<file path="config.mk">
export PLATFORM = sky130hd
export DESIGN_NAME = id_scoreboard
export DESIGN_NICKNAME = d
export VERILOG_FILES = /design/src/rtl/sb_pkg.sv /design/src/rtl/sb_entry.sv /design/src/rtl/id_scoreboard.sv
export SDC_FILE = /design/constraint.sdc
export NUM_CORES = 1
export LEC_CHECK = 0
export CORE_MARGIN = 5
export CORE_UTILIZATION = 25
export CTS_CLUSTER_SIZE = 14
export DETAILED_ROUTE_END_ITERATION = 10
export PLACE_DENSITY_LB_ADDON = 0.1
export SYNTH_ARGS = -nofsm -noshare
export SYNTH_HDL_FRONTEND = slang
export SYNTH_SLANG_ARGS = --single-unit
</file>
<file path="constraint.sdc">
create_clock -name clk -period 4.6 [get_ports clk]
set_input_delay 0.92 -clock clk [delete_from_list [all_inputs] [get_ports clk]]
set_output_delay 0.92 -clock clk [all_outputs]
set_load 0.03 [all_outputs]
</file>
<file path="src/rtl/sb_pkg.sv">
// Shared types for the ID-stage register scoreboard.
// The per-entry latency counter is lat_t, so a top-level LAT_W override
// must be matched by SB_LAT_W here.
package sb_pkg;

    localparam int SB_NUM_REGS = 32;
    localparam int SB_LAT_W    = 3;
    localparam int REG_IDX_W   = $clog2(SB_NUM_REGS);

    typedef logic [SB_LAT_W-1:0] lat_t;

    // is_var marks a variable-latency producer that waits for wb_valid
    typedef struct packed {
        logic pend;
        logic is_var;
        lat_t cnt;
    } sb_entry_t;

endpackage

</file>
<file path="src/rtl/sb_entry.sv">
// One tracked register: pending flag, variable-latency flag, countdown.
// Clear priority: flush > writeback > countdown. A set never meets a
// pending entry because the top stalls WAW issues.
module sb_entry
    import sb_pkg::*;
(
    input  logic clk,
    input  logic rst_n,
    input  logic set,
    input  logic set_var,
    input  lat_t set_lat,
    input  logic wb_clr,
    input  logic flush_clr,
    output logic pend
);

    sb_entry_t q;

    // entry state update with flush/wb/countdown priority
    always_ff @(posedge clk or negedge rst_n) begin
        if (!rst_n) begin
            q <= '0;
        end else if (flush_clr) begin
            q <= '0;
        end else if (wb_clr && q.pend && q.is_var) begin
            q <= '0;
        end else if (set) begin
            q.pend   <= 1'b1;
            q.is_var <= set_var;
            q.cnt    <= set_var ? lat_t'(0) : set_lat;
        end else if (q.pend && !q.is_var) begin
            if (q.cnt == lat_t'(1)) q <= '0;
            else                    q.cnt <= q.cnt - lat_t'(1);
        end
    end

    assign pend = q.pend;

endmodule

</file>
<file path="src/rtl/id_scoreboard.sv">
// Register-hazard scoreboard between decode and the ID/EX register.
// Tracks RAW/WAW hazards per register for fixed and variable latency
// producers, and can cancel the instruction issued on the previous edge.
// Optional stall counter: define SB_PERF_CNT_EN.
module id_scoreboard
    import sb_pkg::*;
#(
    parameter  int NUM_REGS = SB_NUM_REGS,
    parameter  int NUM_SRC  = 2,
    parameter  int LAT_W    = SB_LAT_W,
    localparam int IDX_W    = $clog2(NUM_REGS)
) (
    input  logic                     clk,
    input  logic                     rst_n,
    input  logic                     issue_valid,
    output logic                     issue_ready,
    input  logic [NUM_SRC*IDX_W-1:0] src_idx,
    input  logic [NUM_SRC-1:0]       src_used,
    input  logic [IDX_W-1:0]         dst_idx,
    input  logic                     dst_we,
    input  logic [LAT_W-1:0]         dst_lat,
    input  logic                     wb_valid,
    input  logic [IDX_W-1:0]         wb_idx,
    input  logic                     flush,
    output logic [NUM_REGS-1:0]      pending,
    output logic [15:0]              stall_cnt
);

    // padded to the full index range so any index reads a defined bit
    logic [2**IDX_W-1:0] pend_ext;
    logic                raw;
    logic                waw;
    logic                fire;
    logic                last_v;
    logic [IDX_W-1:0]    last_idx;

    assign pend_ext[0] = 1'b0;

    if (NUM_REGS < 2**IDX_W) begin : g_pad
        assign pend_ext[2**IDX_W-1:NUM_REGS] = '0;
    end

    for (genvar i = 1; i < NUM_REGS; i++) begin : g_ent
        sb_entry u_ent (
            .clk       (clk),
            .rst_n     (rst_n),
            .set       (fire && dst_we && dst_idx == IDX_W'(i)),
            .set_var   (dst_lat == '0),
            .set_lat   (lat_t'(dst_lat)),
            .wb_clr    (wb_valid && wb_idx == IDX_W'(i)),
            .flush_clr (flush && last_v && last_idx == IDX_W'(i)),
            .pend      (pend_ext[i])
        );
    end

    assign pending = pend_ext[NUM_REGS-1:0];

    // RAW: any enabled source slot reads a pending register
    always_comb begin
        raw = 1'b0;
        for (int k = 0; k < NUM_SRC; k++) begin
            if (src_used[k] && pend_ext[src_idx[k*IDX_W +: IDX_W]]) raw = 1'b1;
        end
    end

    assign waw         = dst_we && pend_ext[dst_idx];
    assign issue_ready = !flush && !raw && !waw;
    assign fire        = issue_valid && issue_ready;

    // remember the most recent tracked write so a flush can cancel it
    always_ff @(posedge clk or negedge rst_n) begin
        if (!rst_n) begin
            last_v   <= 1'b0;
            last_idx <= '0;
        end else begin
            last_v   <= fire && dst_we && (dst_idx != '0);
            last_idx <= dst_idx;
        end
    end

`ifdef SB_PERF_CNT_EN
    logic [15:0] stall_q;

    // saturating count of cycles an instruction waits in ID
    always_ff @(posedge clk or negedge rst_n) begin
        if (!rst_n) begin
            stall_q <= '0;
        end else if (issue_valid && !issue_ready && stall_q != 16'hFFFF) begin
            stall_q <= stall_q + 16'd1;
        end
    end

    assign stall_cnt = stall_q;
`else
    assign stall_cnt = '0;
`endif

endmodule
</file>
==> flow_summary.yaml, run 1 <==
setup_path:
  critical_path_class: "in -> out"
  cp_top_family: "multiplexers"
  cp-end-kind: "primary output"
  worst_setup_path_start_kind: "input pin"
  critical-path-max-stage-delay_ns: 0.52
  worst_ep_arrival_time_ns: 3.53
  cp_max_fo: 12
  cp_slowest_cell: "mux4_2"
  crit_chain: "clkdlybuf4s50_1 > buf_12 > mux4_2 > mux4_2 > o221a_1 > nand2b_2 > nor2_2 > buf_4 > buf_12"
  cp.required_ns: 3.68
  r2r_end: "g_ent[10].u_ent.q[2]"
  r2r_start: "g_ent[28].u_ent.pend"
  reg2reg_setup_slack_ns: 1.22
  r2r_cells: 7
  critPathBufInv: 4
floorplan:
  core_area_um2: 46560
  num_io_pins: 80
  die_h_um: 227.1
  die-area_um2: 51580
  die_x_um: 227.1
  initial_core_util_pct: 25.31
  row_count: 79
sta:
  finalSetupViolCount: 0
  final.period_utilization_pct: 96.80
  grt_setup_unrepaired: "no"
  holdWs_ns: 0.4745
  max_freq_mhz: 224.6
  final_hold_viol_count: 0
  drv_slew: 0
  tightestPinTransition_ns: 1.075
  layout_min_cycle_time_ns: 4.453
  timing.slew.headroom_pct: 28.34
  tns_ns: 0
  setup_ws_ns: 0.1470
  finClkSkew_ns: 0.01767
cells_and_area:
  synthToLayoutAreaGrowth_pct: 16.53
  stdcell_count: 1922
  drive_above_1_share_pct: 17.03
  area.sequential_um2: 4029
  diodes: 0
  fill_cells: 4887
  mostFrequentLayoutCells: "dfrtp_1, o21ai_0, nand2_1"
  nNetsFinal: 1395
  final_common_cell: "dfrtp_1"
  multi_input_area_um2: 6890
logic_synthesis:
  ys_top_cells_by_area: "dfrtp_1, ha_1, mux2i_1, o21ai_0, mux4_2"
  synth-edff-count: 0
  synth_top_area_cell: "dfrtp_1"
  ys.flop_type: "dfrtp_1"
  synthArstFlopShare_pct: 100.0
  ys_seq_area_share_pct: 34.19
  synth_seq_cells: 161
  synth_area_um2: 11790
  syn_inst: 1253
  yosys_warnings: 0
  synth_area_per_cell_um2: 9.405
  synth_top_area_share_pct: 34.19
  yosysUniqueCellTypes: 62
detailed_routing:
  via_per_inst: 4.952
  detail-route-antenna-nets: 0
  routed_wl_mm: 40.25
  vias: 9517
  wire_per_inst_um: 20.94
  drc_errors: 0
  drt-initial-drc-count: 667
  drt-pass1-iter-count: 5
clocking:
  clock_sinks: 161
  clockBufferDepth: 2
  htreeDepth: 4
  clockRootBuffer: "clkbuf_16"
  clk_pin_slew_ns: 0.06
  cts_tree: "done"
  post_cts_buffers: 0
  numCtsBuffers: 17
  insertion_delay_ns: 0.47
placed_design:
  dp_hpwl_mm: 29.07
  place_congestion: 0.8376
  numPlacedInstances: 1890
  io_buffers: 62
  dp_slack_ns: 0.06516
power:
  powerDensity_nw_per_um2: 486.7
  ir_drop_uv: 208.6
  leakagePower_nw: 5.866
global_route:
  grt_use_total_pct: 15.88
  antenna_found_initial: 1
  grt_max_degree: 73
  grt_pass1_vias: 9193
  grt_pass1_wl_mm: 60.58
  overflow: 0
job:
  maxCapViolCount: 0
outcome:
  status: "finished, final reports clean"
hold_path:
  min_path_type: "in -> async"
## worst max-delay path by stage
stage	start	to	slack (ns)	depth (start not counted)
after global routing	dst_idx[1]	issue_ready	0.08	9
after global placement	src_idx[0]	issue_ready	0.02	8
final	dst_idx[1]	issue_ready	0.15	9
after detailed placement	src_idx[0]	issue_ready	0.07	8
after floorplan	dst_idx[1]	issue_ready	0.45	10
after CTS	src_idx[0]	issue_ready	0.06	8
## per-stage QoR
step | instance area, um2 | power, mW | util, %
floorplan | 11850 | 4.365 | -
global placement | 13080 | 5.080 | 28.10
detailed placement | 13080 | 5.093 | 28.10
CTS | 13730 | 6.777 | 29.48
global route | 13730 | 7.267 | 29.50
finish | 13730 | 6.684 | 29.50
## cell usage after synthesis (13+ instances only)
cell / instances
dfrtp_1: 161
o21ai_0: 107
nand2_1: 103
nor2_1: 97
inv_1: 89
mux2i_1: 76
a21oi_1: 64
ha_1: 62
buf_4: 50
mux2_2: 40
nand2b_1: 36
clkbuf_1: 35
nor3_1: 32
a21o_1: 26
mux4_2: 22
nor4_4: 19
or4b_2: 19
nor2b_1: 18
nand3_1: 15
a22oi_1: 13
mux2_1: 13
## routing by layer
metal  global-route usage, %  vias up  wire length (um)
li1                        -     4510                 -
met1                   22.79     4767             19480
met2                   24.90      207             18410
met3                   3.056       33              1762
met4                   3.607        0               598
met5                       0        -                 0
## final cells by class
cell class              count  area share (%)
multi-input cells         917           50.17
inverters                  89           2.433
flip-flops and latches    161           29.34
repair buffers            116           7.826
clock buffers              20           3.398
clock inverters            12           1.303
well taps                 607           5.530
## worst reg2reg max path, delay by kind of cell, from the launching register on
| family | cells | cell delay (ns) |
|---|---|---|
| muxes | 3 | 1.35 |
| and+or+nand+nor | 2 | 0.92 |
| DFF | 1 | 0.57 |
| AOI/OAI and AO/OA | 1 | 0.24 |
| buffers and inverters | 1 | 0.19 |
## registers in the layout, summed over array words and instances, names as in the netlist
register,cells
last_idx,5
g_ent.u_ent.pend,31
g_ent.u_ent.q,124
last_v,1
## timing repair
action	CTS	global route
endpoints found under the hold margin	0	0
gates resized for setup	0	3
endpoints found under the setup margin	0	1
hold buffers	0	0
## report_power, final
| part | total, mW | switching [mW] | internal, mW |
|---|---|---|---|
| registers | 2.40 | 0.525 | 1.87 |
| clock network | 1.62 | 0.667 | 0.953 |
| logic | 2.67 | 1.37 | 1.30 |
| total | 6.68 | 2.56 | 4.12 |
## kinds of logic (layout without fill, tap and decap cells)
group                    Yosys count  in the layout  share of synthesized area (%)
AO/OA/AOI/OAI                    272            272                          14.07
adder cells (fa/ha/maj)           62             62                          6.582
buffers and inverters            191            237                          7.910
flip-flops                       161            161                          34.19
multiplexers                     158            158                          16.62
other                              1             17                        0.03182
AND/OR/NAND/NOR                  408            408                          20.61
Power figures use the tool's default switching activity.
==> run 2: changes to the inputs <==
--- a/config.mk
+++ b/config.mk
@@ -10,6 +10,7 @@
 export CTS_CLUSTER_SIZE = 14
 export DETAILED_ROUTE_END_ITERATION = 10
 export PLACE_DENSITY_LB_ADDON = 0.1
+export SETUP_SLACK_MARGIN = 0.1
 export SYNTH_ARGS = -nofsm -noshare
 export SYNTH_HDL_FRONTEND = slang
 export SYNTH_SLANG_ARGS = --single-unit
==> run 2 against run 1 <==
Net effect:
- wire length rose by 0.11%
- sequential power about the same
- sequential cell count is the same
- design area is essentially flat
- maximum frequency increased by 1.9%
- highest routed layer is now met5
- register-to-register slack barely moved
- cell count unchanged
==> flow_summary.yaml, run 2 (synthesis gave the netlist of run 1 again) <==
setup_path:
  cp-end-kind: "primary output"
  critical_path_class: "in -> out"
  worst_setup_path_start_kind: "input pin"
  worst_ep_arrival_time_ns: 3.45
  r2r_cells: 7
  cp_max_fo: 12
  cp.required_ns: 3.68
sta:
  layout_min_cycle_time_ns: 4.368
  max_freq_mhz: 228.9
  final.period_utilization_pct: 94.96
  tns_ns: 0
  grt_setup_unrepaired: "no"
  drv_slew: 0
  timing.slew.headroom_pct: 29.34
  final_hold_viol_count: 0
  finClkSkew_ns: 0.01803
  finalSetupViolCount: 0
  tightestPinTransition_ns: 1.060
floorplan:
  row_count: 79
  initial_core_util_pct: 25.31
  die-area_um2: 51580
  die_h_um: 227.1
  num_io_pins: 80
  die_x_um: 227.1
  core_area_um2: 46560
clocking:
  clk_pin_slew_ns: 0.07
  post_cts_buffers: 0
  insertion_delay_ns: 0.47
  numCtsBuffers: 17
  clock_sinks: 161
  clockRootBuffer: "clkbuf_16"
  clockBufferDepth: 2
  cts_tree: "done"
  htreeDepth: 4
power:
  intPower_mw: 4.124
  total_power_mw: 6.686
  leakagePower_nw: 5.859
  power_switching_mw: 2.562
  power.share.switching_pct: 38.32
  p_clk_share_pct: 24.2
  ir_drop_uv: 211.6
  powerDensity_nw_per_um2: 486.8
  seqPwrFrac_pct: 35.9
  pwr-share-comb_pct: 39.9
global_route:
  grt_max_degree: 73
  grt_pass1_vias: 9186
  antenna_found_initial: 2
  grt_pass1_wl_mm: 60.62
  overflow: 0
  grt_use_total_pct: 15.88
detailed_routing:
  via_per_inst: 4.938
  vias: 9490
  drt-initial-drc-count: 642
  detail-route-antenna-nets: 0
  wire_per_inst_um: 20.96
  routed_wl_mm: 40.29
  drt-pass1-iter-count: 5
  drc_errors: 0
cells_and_area:
  drive_above_1_share_pct: 17.03
  multi_input_area_um2: 6895
  nNetsFinal: 1395
  area.sequential_um2: 4029
  top_register: "g_ent.u_ent.q"
  final_common_cell: "dfrtp_1"
  diodes: 0
  largest_register_ffs: 124
  fill_cells: 4888
  mostFrequentLayoutCells: "dfrtp_1, o21ai_0, nand2_1"
  reg_top3: "g_ent.u_ent.q (124), g_ent.u_ent.pend (31), last_idx (5)"
  synthToLayoutAreaGrowth_pct: 16.54
placed_design:
  dp_hpwl_mm: 29.07
  place_congestion: 0.8376
  io_buffers: 62
job:
  maxCapViolCount: 0
outcome:
  status: "finished, final reports clean"
hold_path:
  min_path_type: "in -> async"
[run 2: worst paths after layout]
kind | startpoint | to | slack [ns]
hold reg to reg | g_ent[9].u_ent.q[3] | g_ent[9].u_ent.q[3] | 0.55
min in group clk | g_ent[9].u_ent.q[3] | g_ent[9].u_ent.q[3] | 0.55
hold / removal | rst_n | g_ent[27].u_ent.q[2] | 0.48
max in group asynchronous | rst_n | g_ent[2].u_ent.pend | 3.16
setup / recovery | dst_idx[1] | issue_ready | 0.23
setup reg to reg | g_ent[28].u_ent.pend | g_ent[10].u_ent.q[2] | 1.22
[run 2: what timing repair did]
item,in CTS,in global routing
hold buffers,0,0
resized for setup,2,2
endpoints found under the setup margin,1,1
[run 2: area by class of cell]
class | count | area share, %
flip-flops and latches | 161 | 29.33
multi-input cells | 917 | 50.21
well taps | 607 | 5.530
clock inverters | 12 | 1.303
repair buffers | 116 | 7.798
clock buffers | 20 | 3.398
inverters | 89 | 2.432
[run 2: power by group through the flow]
stage / registers (mW) / logic (mW) / clock network (mW)
after global placement: 2.42 / 2.66 / 0
after floorplan: 2.20 / 2.17 / 0
after CTS: 2.40 / 2.70 / 1.68
final: 2.40 / 2.67 / 1.62
after global routing: 2.47 / 3.07 / 1.73
after detailed placement: 2.42 / 2.67 / 0
[run 2: worst max-delay path: stages]
cell,delay [ns]
clkdlybuf4s50_1,0.51
buf_12,0.17
mux4_2,0.52
mux4_2,0.46
o221a_1,0.24
nand2b_2,0.24
nor2_4,0.14
buf_4,0.14
buf_12,0.11
[run 2: stage by stage]
| stage | hold slack (ns) | worst slack [ns] | cell area [um2] | cells | utilization (%) |
|---|---|---|---|---|---|
| 2_1_floorplan | 0.5122 | 0.4457 | 11850 | 1269 | - |
| 3_3_place_gp | 0.5310 | 0.01686 | 13080 | 1890 | 28.10 |
| 3_5_place_dp | 0.5362 | 0.06516 | 13080 | 1890 | 28.10 |
| 4_1_cts | 0.5101 | 0.1702 | 13730 | 1922 | 29.48 |
| 5_1_grt | 0.5450 | 0.1257 | 13730 | 1922 | 29.50 |
| 6_report | 0.4784 | 0.2317 | 13730 | 1922 | 29.50 |
[run 2: layer usage]
metal  global-route usage, %  vias up  share of wire (%)
met5                       0        -              0.017
met4                   3.299        2                1.3
met3                   3.043       32                4.3
met2                   25.06      227                 46
met1                   22.81     4717                 48
li1                        -     4512                  -
